===== src/rtl/spi_rdid_slave.sv =====
// rtl/spi_rdid_slave.sv - SPI mode-0 flash stand-in answering the RDID (JEDEC ID) instruction
module spi_rdid_slave #(
    parameter logic [7:0] RDID_OPCODE     = 8'h9F,
    parameter logic [7:0] MANUFACTURER_ID = 8'h20,
    parameter logic [7:0] MEMORY_TYPE     = 8'h20,
    parameter logic [7:0] MEMORY_CAPACITY = 8'h17,
    parameter int         COUNT_W         = 8
) (
    input  logic               clk,
    input  logic               reset,
    input  logic               SPICLK,
    input  logic               chip_select,
    input  logic               SPIMOSI,
    output logic               SPIMISO,
    output logic               cmd_valid,
    output logic [7:0]         cmd_byte,
    output logic               rdid_done,
    output logic [COUNT_W-1:0] rdid_count
);

    localparam logic [23:0] ID_WORD = {MANUFACTURER_ID, MEMORY_TYPE, MEMORY_CAPACITY};

    typedef enum logic [1:0] {S_IDLE, S_CMD, S_SEND, S_IGNORE} state_t;

    state_t             r_state;
    state_t             w_state_next;
    logic               r_sclk_meta, r_sclk_sync, r_sclk_hist;
    logic               r_cs_meta, r_cs_sync, r_cs_hist;
    logic               r_mosi_meta, r_mosi_sync, r_mosi_hist;
    logic [2:0]         r_live;
    logic [6:0]         r_shift;
    logic [2:0]         r_bit_cnt;
    logic [4:0]         r_data_cnt;
    logic [4:0]         r_bit_idx;
    logic               r_id_done;
    logic               r_miso;
    logic               r_cmd_valid;
    logic [7:0]         r_cmd_byte;
    logic               r_rdid_done;
    logic [COUNT_W-1:0] r_count;

    logic               w_live;
    logic               w_rise, w_fall, w_cs_fall, w_cs_rise;
    logic [7:0]         w_instr;
    logic               w_in_cmd, w_in_send, w_last_instr, w_opcode_hit, w_miso_bit;

    // r_live marks when the history flop holds a real pin sample, so a select
    // already low at reset release never looks like a fall.
    always_ff @(posedge clk) begin
        if (reset) begin
            r_sclk_meta <= 1'b0; r_sclk_sync <= 1'b0; r_sclk_hist <= 1'b0;
            r_cs_meta   <= 1'b1; r_cs_sync   <= 1'b1; r_cs_hist   <= 1'b1;
            r_mosi_meta <= 1'b0; r_mosi_sync <= 1'b0; r_mosi_hist <= 1'b0;
            r_live      <= 3'b000;
        end else begin
            r_sclk_meta <= SPICLK;      r_sclk_sync <= r_sclk_meta; r_sclk_hist <= r_sclk_sync;
            r_cs_meta   <= chip_select; r_cs_sync   <= r_cs_meta;   r_cs_hist   <= r_cs_sync;
            r_mosi_meta <= SPIMOSI;     r_mosi_sync <= r_mosi_meta; r_mosi_hist <= r_mosi_sync;
            r_live      <= {r_live[1:0], 1'b1};
        end
    end

    // SPICLK edges count only while selected; a deselect in the same cycle wins.
    assign w_live    = r_live[2];
    assign w_rise    = w_live &  r_sclk_sync & ~r_sclk_hist & ~r_cs_sync;
    assign w_fall    = w_live & ~r_sclk_sync &  r_sclk_hist & ~r_cs_sync;
    assign w_cs_fall = w_live & ~r_cs_sync   &  r_cs_hist;
    assign w_cs_rise = w_live &  r_cs_sync   & ~r_cs_hist;
    assign w_instr   = {r_shift, r_mosi_sync};

    always_ff @(posedge clk) begin
        if (reset) r_state <= S_IDLE;
        else       r_state <= w_state_next;
    end

    always_comb begin
        w_state_next = r_state;
        if (w_cs_rise) begin
            w_state_next = S_IDLE;
        end else begin
            case (r_state)
                S_IDLE:   if (w_cs_fall) w_state_next = S_CMD;
                S_CMD:    if (w_rise && r_bit_cnt == 3'd7)
                              w_state_next = (w_instr == RDID_OPCODE) ? S_SEND : S_IGNORE;
                default:  w_state_next = r_state;
            endcase
        end
    end

    always_comb begin
        w_in_cmd     = (r_state == S_CMD);
        w_in_send    = (r_state == S_SEND) && !w_cs_rise;
        w_last_instr = w_in_cmd && w_rise && (r_bit_cnt == 3'd7);
        w_opcode_hit = w_last_instr && (w_instr == RDID_OPCODE);
        w_miso_bit   = ID_WORD[r_bit_idx];
    end

    always_ff @(posedge clk) begin
        if (reset) begin
            r_shift     <= '0;
            r_bit_cnt   <= '0;
            r_data_cnt  <= '0;
            r_bit_idx   <= '0;
            r_id_done   <= 1'b0;
            r_miso      <= 1'b0;
            r_cmd_valid <= 1'b0;
            r_cmd_byte  <= '0;
            r_rdid_done <= 1'b0;
            r_count     <= '0;
        end else begin
            r_cmd_valid <= 1'b0;
            r_rdid_done <= 1'b0;
            if (r_state == S_IDLE && w_cs_fall) begin
                r_bit_cnt <= '0;
                r_shift   <= '0;
            end
            if (w_in_cmd && w_rise) begin
                r_shift   <= w_instr[6:0];
                r_bit_cnt <= r_bit_cnt + 3'd1;
            end
            if (w_last_instr) begin
                r_cmd_byte  <= w_instr;
                r_cmd_valid <= 1'b1;
            end
            if (w_opcode_hit) begin
                r_data_cnt <= 5'd23;
                r_bit_idx  <= 5'd23;
                r_id_done  <= 1'b0;
            end
            // rdid_done fires once per select; later rises keep the ID cycling silently.
            if (w_in_send && w_rise && !r_id_done) begin
                if (r_data_cnt == 5'd0) begin
                    r_rdid_done <= 1'b1;
                    r_count     <= r_count + {{(COUNT_W-1){1'b0}}, 1'b1};
                    r_id_done   <= 1'b1;
                end else begin
                    r_data_cnt <= r_data_cnt - 5'd1;
                end
            end
            if (w_in_send && w_fall) begin
                r_miso    <= w_miso_bit;
                r_bit_idx <= (r_bit_idx == 5'd0) ? 5'd23 : r_bit_idx - 5'd1;
            end else if (!w_in_send) begin
                r_miso <= 1'b0;
            end
        end
    end

    assign SPIMISO    = r_miso;
    assign cmd_valid  = r_cmd_valid;
    assign cmd_byte   = r_cmd_byte;
    assign rdid_done  = r_rdid_done;
    assign rdid_count = r_count;

endmodule


===== config.mk =====
export PLATFORM = sky130hd
export DESIGN_NAME = spi_rdid_slave
export DESIGN_NICKNAME = d
export VERILOG_FILES = /design/src/rtl/spi_rdid_slave.sv
export SDC_FILE = /design/constraint.sdc
export NUM_CORES = 1
export LEC_CHECK = 0
export ABC_AREA = 1
export CAP_MARGIN = 20
export CORE_MARGIN = 1.5
export CORE_UTILIZATION = 31
export CTS_CLUSTER_SIZE = 16
export DETAILED_ROUTE_END_ITERATION = 16
export GPL_TIMING_DRIVEN = 0
export PLACE_DENSITY_LB_ADDON = 0.05
export SKIP_CTS_REPAIR_TIMING = 1
export SLEW_MARGIN = 0
export SYNTH_ARGS = -nofsm -noshare
export SYNTH_HDL_FRONTEND = slang
export SYNTH_SLANG_ARGS = --single-unit

===== constraint.sdc =====
create_clock -name clk -period 1.5 [get_ports clk]
set_input_delay 0.3 -clock clk [delete_from_list [all_inputs] [get_ports clk]]
set_output_delay 0.3 -clock clk [all_outputs]
set_load 0.005 [all_outputs]

==> reports/qor.csv, run 1 <==
metric,value,unit
yosysUniqueCellTypes,32,
clk-insertion-delay-late,0.31,ns
syn_nets,301,
leakagePower,1.30,nW
top_cell_types_by_occurrence_after_synthesis,"sky130_fd_sc_hd__nand2_1 (55), sky130_fd_sc_hd__dfxtp_1 (54), sky130_fd_sc_hd__inv_1 (43), sky130_fd_sc_hd__nor2_1 (26), sky130_fd_sc_hd__nand3_1 (22)",
numCtsBuffers,5,
synth-seq-cells,54,
fillers,747,
clock_sink_count,54,
synthesis.yosys.warnings,0,
synthDominantCellAreaShare,47.8,%
placeableCoreArea,0.00694,mm2
crit_fanout,8,
slew_violations,0,
part_of_the_cycle_the_worst_path_needs,109,%
final_hold_fails,0,
final_critical_path_setup_slack,-0.132,ns
worst_ep_arrival_time,1.84,ns
postSynthAreaPerCell,7.78,um2
rr_worst_depth,11,
number_of_global_route_vias_before_repair,1748,
syn_area,0.00226,mm2
netlist_top_cells_area,"sky130_fd_sc_hd__dfxtp_1 (48%), sky130_fd_sc_hd__nand2_1 (9.1%), sky130_fd_sc_hd__inv_1 (7.1%), sky130_fd_sc_hd__nand3_1 (4.9%), sky130_fd_sc_hd__a21oi_1 (4.4%)",
placement.io_buffers,23,
finalWeightedCongestion,0.777,
multiInputGateArea,0.00106,mm2
max_clock_freq,613,MHz
drt.antenna.violating_nets,0,
worstSetupStartpointType,register,
final_nets,346,
maxCapViolCount,0,
worstMarginPinSlew,0.510,ns
drt_iter0_drc,63,
drt_pre_antenna_iters,4,
drt_drc_violations_left,0,
die_w,88.4,um
viasPerCell,4.52,
grt_start_max_net_pins,17,
power.ir.vdd_worst,497,uV
die-area,0.00782,mm2
share_of_post_route_cells_with_drive_strength_above_1,25.2,%
synth_top_flop_cell,sky130_fd_sc_hd__dfxtp_1,
number_of_diodes_added_for_antenna_fixing,0,
global_route.overflow_total,0,
wire_length_of_the_first_global_routing_pass,8350,um
route.vias.total,1956,
worst-endpoint-required,1.71,ns
fp.dieH,88.4,um
r2r_setup_slack,-0.13,ns
grt_util_all_layers,13.9,%
fin_tns_setup,-0.308,ns
cts_htree_levels,2,
cts-root-to-sink-buffers,2,
grt_setup_unrepaired,true,
routed_wl,5040,um
yosysTopAreaCell,sky130_fd_sc_hd__dfxtp_1,
worstSetupEndpointType,register,
top_usage_layer,met2,
dp_hpwl,3420,um
area_growth,30.5,%
holdWs,0.410,ns
hold_class,reg2reg,
p_per_cell_area,813,mW/mm2
timing.hold.worst_path_depth,2,
std_cell_rows,30,
post-place-ws,-0.345,ns
failed_checks,negative setup slack,
use_met3,2.80,%
worst_slew_margin_rel,66.0,%
fin_util,42.5,%
synth-seq-area-share,47.8,%
fin_skew,0.0124,ns
synth_most_common_cell,sky130_fd_sc_hd__nand2_1,
boundaryPins,24,
worst-setup-path-type,reg2reg,
post_synth_inst_count,291,
finalSetupViolations,7,
worst_setup_hold_path_clk_slew,0.10,ns
post_dr_wirelength_cell,11.6,um
groute.layer.met2.usage,22.3,%
start_util,32.6,%
status,"finished, violations left",
global_route.usage.met1,18.6,%
synth_edf_count,0,
fraction_of_synthesis_flops_using_an_asynchronous_set_or_reset_pin,0,%
ctsRootBufferMaster,sky130_fd_sc_hd__clkbuf_8,
sequential_cell_area,0.00110,mm2
antenna_violations_before_repair,0,
final_period_minus_worst_setup_slack,1.63,ns
tritoncts_clock_tree,built,
## placed cells by master (no fill, tap or decap), types with 3 or more instances in the layout
cell,synthesis,final
sky130_fd_sc_hd__nand2_4,2,3
sky130_fd_sc_hd__clkbuf_8,0,6
sky130_fd_sc_hd__o21ai_0,13,9
sky130_fd_sc_hd__xor2_1,3,3
sky130_fd_sc_hd__nor2_4,3,7
sky130_fd_sc_hd__nand3_1,22,20
sky130_fd_sc_hd__nor2_1,26,23
sky130_fd_sc_hd__buf_4,1,15
sky130_fd_sc_hd__inv_1,43,36
sky130_fd_sc_hd__clkbuf_1,4,3
sky130_fd_sc_hd__dlymetal6s2s_1,0,4
sky130_fd_sc_hd__dfxtp_2,0,15
sky130_fd_sc_hd__clkdlybuf4s50_1,0,19
sky130_fd_sc_hd__or2_2,3,3
sky130_fd_sc_hd__inv_2,3,10
sky130_fd_sc_hd__nor2_2,6,5
sky130_fd_sc_hd__a21oi_1,20,18
sky130_fd_sc_hd__nand2_1,55,52
sky130_fd_sc_hd__nand4_1,7,7
sky130_fd_sc_hd__nand2_2,2,4
sky130_fd_sc_hd__dfxtp_1,54,39
sky130_fd_sc_hd__o21ai_1,1,4
sky130_fd_sc_hd__ha_1,5,4
## flip-flops by register name, summed over array words and instances (netlist names)
signal	cells
r_cs_meta	1
SPIMISO	1
r_mosi_meta	1
r_sclk_meta	1
rdid_count	8
cmd_valid	1
w_miso_bit	1
r_sclk_sync	1
r_shift	7
cmd_byte	8
r_state	2
r_data_cnt	5
r_cs_sync	1
r_sclk_hist	1
r_live	3
r_cs_hist	1
r_id_done	1
rdid_done	1
r_bit_cnt	3
r_mosi_sync	1
r_bit_idx	5
## critical path, stage by stage (launching register included)
cell,delay [ns]
sky130_fd_sc_hd__dfxtp_2,0.33
sky130_fd_sc_hd__inv_2,0.07
sky130_fd_sc_hd__ha_4,0.15
sky130_fd_sc_hd__nand2_4,0.05
sky130_fd_sc_hd__nor2_4,0.11
sky130_fd_sc_hd__nand2_1,0.07
sky130_fd_sc_hd__inv_2,0.07
sky130_fd_sc_hd__nand3_4,0.14
sky130_fd_sc_hd__nor3_4,0.29
sky130_fd_sc_hd__nand2_2,0.09
sky130_fd_sc_hd__o21ai_2,0.13
sky130_fd_sc_hd__nor2_1,0.04
## cell families (layout without fill, tap and decap cells)
family | after synthesis | count (layout) | synth area share (%)
buf+inv | 54 | 100 | 9.18
compound gates | 37 | 37 | 8.46
mux | 1 | 1 | 0.442
flops | 54 | 54 | 47.8
xor+xnor | 5 | 5 | 1.94
simple gates | 135 | 135 | 29.5
fa+ha+maj | 5 | 5 | 2.76
## cell type report
| cell class | count | area share (%) |
|---|---|---|
| timing repair buffer | 38 | 12.1 |
| tap | 96 | 4.07 |
| clock buffer | 7 | 2.92 |
| sequential | 54 | 37.2 |
| inverter | 48 | 6.23 |
| buffer | 6 | 1.23 |
| clock inverter | 1 | 0.297 |
| multi-input combinational | 183 | 35.9 |
## final timing paths
kind                         to          start
hold / removal      r_mosi_sync    r_mosi_meta
setup reg to reg  rdid_count[6]  r_data_cnt[0]
hold reg to reg     r_mosi_sync    r_mosi_meta
setup / recovery  rdid_count[6]  r_data_cnt[0]
## metal layers
| metal | wire (um) | vias to the layer above |
|---|---|---|
| met5 | 0 | - |
| met4 | 61 | 0 |
| met3 | 117 | 7 |
| met2 | 2340 | 19 |
| met1 | 2520 | 922 |
| li1 | - | 1008 |
## stage by stage
step / cell area, um2 / instances / power [W]
final: 2950 / 433 / 0.00240
after global routing: 2950 / 433 / 0.00251
after CTS: 2710 / 418 / 0.00243
after detailed placement: 2610 / 410 / 0.00155
after global placement: 2610 / 410 / 0.00155
after floorplan: 2260 / 291 / 0.00152
## report_power, final
group	switching (W)	total (W)	internal [W]
Combinational	0.0000458	0.0000714	0.0000256
Clock	0.000495	0.000878	0.000383
Sequential	0.00000692	0.00145	0.00145
(Power assumes the default switching activity.)
==> run 2: changes to the inputs <==
==> constraint.sdc (replaced) <==
create_clock -name clk -period 2.1 [get_ports clk]
set_input_delay 0.63 -clock clk [delete_from_list [all_inputs] [get_ports clk]]
set_output_delay 0.63 -clock clk [all_outputs]
set_load 0.005 [all_outputs]
==> reports/qor.csv, run 2 (synthesized netlist as in run 1, its figures left out) <==
metric,value,unit
status,finished clean,
p_per_cell_area,631,mW/mm2
crit_path_top_delay_cell,sky130_fd_sc_hd__clkdlybuf4s50_1,
die-area,0.00782,mm2
tritoncts_clock_tree,built,
numCtsBuffers,5,
boundaryPins,24,
grt_setup_unrepaired,false,
number_of_diodes_added_for_antenna_fixing,0,
post-place-ws,-0.0748,ns
area_growth,19.7,%
fillers,746,
routed_wl,4840,um
post-route-cell-area,0.00271,mm2
cts-root-to-sink-buffers,2,
worst-endpoint-required,1.47,ns
placement.io_buffers,23,
max_clock_freq,509,MHz
dp_hpwl,3420,um
finalWeightedCongestion,0.777,
post_dr_wirelength_cell,11.6,um
worstMarginPinSlew,0.610,ns
route.vias.total,1871,
number_of_global_route_vias_before_repair,1748,
ordered_cell_list_for_the_critical_path,clkdlybuf4s50_1,
final_period_minus_worst_setup_slack,1.96,ns
fp.dieH,88.4,um
start_util,32.6,%
crit_fanout,7,
grt_start_max_net_pins,17,
kind_of_cell_adding_the_most_delay_to_the_critical_path,buffers and inverters,
r2r_setup_slack,0.37,ns
clock_sink_count,54,
grt_util_all_layers,13.9,%
final_hold_fails,0,
power.ir.vdd_worst,351,uV
placeableCoreArea,0.00694,mm2
commonest_non_fill_non_tap_cell_in_the_layout,sky130_fd_sc_hd__nand2_1,
finalSetupViolations,0,
final_nets,331,
global_route.overflow_total,0,
share_of_post_route_cells_with_drive_strength_above_1,9.94,%
final_critical_path_setup_slack,0.136,ns
part_of_the_cycle_the_worst_path_needs,93.5,%
crit_buf_inv,1,
antenna_violations_before_repair,0,
most-common-layout-cells,"sky130_fd_sc_hd__nand2_1 (55), sky130_fd_sc_hd__dfxtp_1 (54), sky130_fd_sc_hd__inv_1 (43)",
worst_setup_hold_path_clk_slew,0.10,ns
drt_pre_antenna_iters,4,
drt_drc_violations_left,0,
std_cell_rows,30,
worstSetupEndpointType,output port,
p_total,0.00171,W
worst_ep_arrival_time,1.33,ns
slew_violations,0,
maxCapViolCount,0,
viasPerCell,4.48,
hold_class,reg2reg,
worst_slew_margin_rel,59.3,%
die_w,88.4,um
drt_iter0_drc,79,
worstSetupStartpointType,register,
ctsRootBufferMaster,sky130_fd_sc_hd__clkbuf_8,
wire_length_of_the_first_global_routing_pass,8350,um
cts_htree_levels,2,
fin_tns_setup,0,ns
clk-insertion-delay-late,0.31,ns
leakagePower,1.11,nW
postPlaceCellArea,0.00261,mm2
worst-setup-path-type,reg2out,
drt.antenna.violating_nets,0,
fin_skew,0.0129,ns
slowest_delay,0.55,ns
holdWs,0.409,ns
[run 2: metrics by stage]
stage,instances,util [%]
2_1_floorplan,291,-
3_3_place_gp,410,37.6
3_5_place_dp,410,37.6
4_1_cts,418,39.0
5_1_grt,418,39.0
6_report,418,39.0
[run 2: final cells by class]
class / instances / area (um2) / share of cell area [%]
flip-flops and latches: 54 / 1080 / 39.9
multi-input cells: 183 / 975 / 36.0
repair buffers: 23 / 230 / 8.50
inverters: 48 / 180 / 6.65
well taps: 96 / 120 / 4.43
clock buffers: 7 / 86.3 / 3.19
plain buffers: 6 / 27.5 / 1.02
clock inverters: 1 / 8.76 / 0.323
[run 2: final timing paths]
| check | start | end | cells after the start |
|---|---|---|---|
| max reg2reg | r_data_cnt[0] | rdid_count[6] | 11 |
| min | r_mosi_meta | r_mosi_sync | 2 |
| max | rdid_count[3] | rdid_count[3] | 1 |
| min reg2reg | r_mosi_meta | r_mosi_sync | 2 |
[run 2: power by group]
part	internal, W	switching (W)	total [W]
sequential	0.00103	0.00000433	0.00104
combinational	0.0000171	0.0000306	0.0000478
clock	0.000274	0.000352	0.000625
[run 2: routing by layer]
layer	share of wire [%]	GRT usage [%]
met5	0	0
met4	1.3	5.11
met3	2.5	2.80
met2	45	22.3
met1	51	18.6
==> run 3: changes to the inputs <==
Settings changed: PLACE_DENSITY from default to 0.52, PLACE_DENSITY_LB_ADDON 0.05 to default.
==> reports/qor.csv, run 3 (synthesized netlist as in run 1, its figures left out) <==
metric,value,unit
cts-root-to-sink-buffers,2,
worst_setup_hold_path_clk_slew,0.11,ns
worst_slew_margin_rel,62.8,%
area_growth,19.7,%
kind_of_cell_adding_the_most_delay_to_the_critical_path,buffers and inverters,
drt_iter0_drc,119,
p_per_cell_area,627,mW/mm2
number_of_global_route_vias_before_repair,1705,
power.ir.vdd_worst,311,uV
finish.cell_count_without_fillers,418,
final_hold_fails,0,
grt_start_max_net_pins,20,
viasPerCell,4.41,
clock_sink_count,54,
power.share.combinational,2.8,%
maxCapViolCount,0,
post_dr_wirelength_cell,11.3,um
antenna_violations_before_repair,0,
ordered_cell_list_for_the_critical_path,clkdlybuf4s50_1,
final_period_minus_worst_setup_slack,1.94,ns
start_util,32.6,%
grt_util_all_layers,12.5,%
drt.antenna.violating_nets,0,
tritoncts_clock_tree,built,
clkPwrFrac,36.1,%
worstMarginPinSlew,0.558,ns
p_total,0.00170,W
die-area,0.00782,mm2
numPlacedInstances,410,
die_w,88.4,um
finalWeightedCongestion,0.814,
seqPwrFrac,61.1,%
switching_share,23.6,%
fin_skew,0.00849,ns
final_nets,331,
placement.io_buffers,23,
worstSetupStartpointType,register,
worst-endpoint-required,1.47,ns
cts_htree_levels,2,
routed_wl,4710,um
part_of_the_cycle_the_worst_path_needs,92.5,%
drt_pre_antenna_iters,4,
slew_violations,0,
slowest_delay,0.55,ns
crit_path_top_delay_cell,sky130_fd_sc_hd__clkdlybuf4s50_1,
most-common-layout-cells,"sky130_fd_sc_hd__nand2_1 (55), sky130_fd_sc_hd__dfxtp_1 (54), sky130_fd_sc_hd__inv_1 (43)",
power.net_switching,0.000402,W
worst_ep_arrival_time,1.31,ns
global_route.overflow_total,0,
number_of_diodes_added_for_antenna_fixing,0,
ctsRootBufferMaster,sky130_fd_sc_hd__clkbuf_8,
hold_class,reg2reg,
drt_drc_violations_left,0,
crit_fanout,7,
commonest_non_fill_non_tap_cell_in_the_layout,sky130_fd_sc_hd__nand2_1,
route.vias.total,1844,
worst-setup-path-type,reg2out,
crit_buf_inv,1,
placeableCoreArea,0.00694,mm2
max_clock_freq,515,MHz
numCtsBuffers,5,
dp_hpwl,3360,um
finalSetupViolations,0,
clk-insertion-delay-late,0.31,ns
grt_setup_unrepaired,false,
leakagePower,1.11,nW
boundaryPins,24,
fp.dieH,88.4,um
status,finished clean,
std_cell_rows,30,
share_of_post_route_cells_with_drive_strength_above_1,10.2,%
worstSetupEndpointType,output port,
wire_length_of_the_first_global_routing_pass,7640,um
intPower,0.00130,W
[run 3: cell types whose count changed in the layout (fill, tap and decap cells not counted), sizes merged]
cell and delta:
clkbuf -2, clkinv +1, inv +1
[run 3: per-layer routing]
layer	routed length, um	vias up	track usage, %
li1	-	981	-
met3	144	5	2.52
met1	2310	839	16.4
met4	37	0	4.26
met2	2210	19	20.7
met5	0	-	0
[run 3: worst paths after layout]
check / from / endpoint / slack (ns) / cells past startpoint
setup / recovery: rdid_count[3] / rdid_count[3] / 0.16 / 1
hold / removal: r_mosi_meta / r_mosi_sync / 0.41 / 2
hold reg to reg: r_mosi_meta / r_mosi_sync / 0.41 / 2
setup reg to reg: r_data_cnt[0] / rdid_count[6] / 0.37 / 11
[run 3: final cells by class]
class                      instances  area [um2]
clock buffer                       5        68.8
sequential                        54        1080
multi-input combinational        183         975
clock inverter                     3        26.3
fill                             730        4240
inverter                          48         180
tap                               96         120
timing repair buffer              23         230
buffer                             6        27.5
[run 3: power groups by stage]
stage                     logic (W)  registers [W]  clock network [W]
final                     0.0000481        0.00104           0.000613
after global placement    0.0000483        0.00106                  0
after global routing      0.0000542        0.00104           0.000668
after CTS                 0.0000492        0.00104           0.000645
after detailed placement  0.0000486        0.00106                  0
after floorplan           0.0000287        0.00106                  0
[run 3: per-stage QoR]
step	hold slack, ns	area [um2]	TNS [ns]	util (%)	setup slack (ns)
6_report	0.410	2710	0	39.0	0.157
5_1_grt	0.429	2710	0	39.0	0.0935
4_1_cts	0.413	2710	0	39.0	0.133
3_5_place_dp	0.397	2610	-0.0668	37.6	-0.0668
3_3_place_gp	0.392	2610	-0.100	37.6	-0.0991
2_1_floorplan	0.388	2260	0	-	0.602
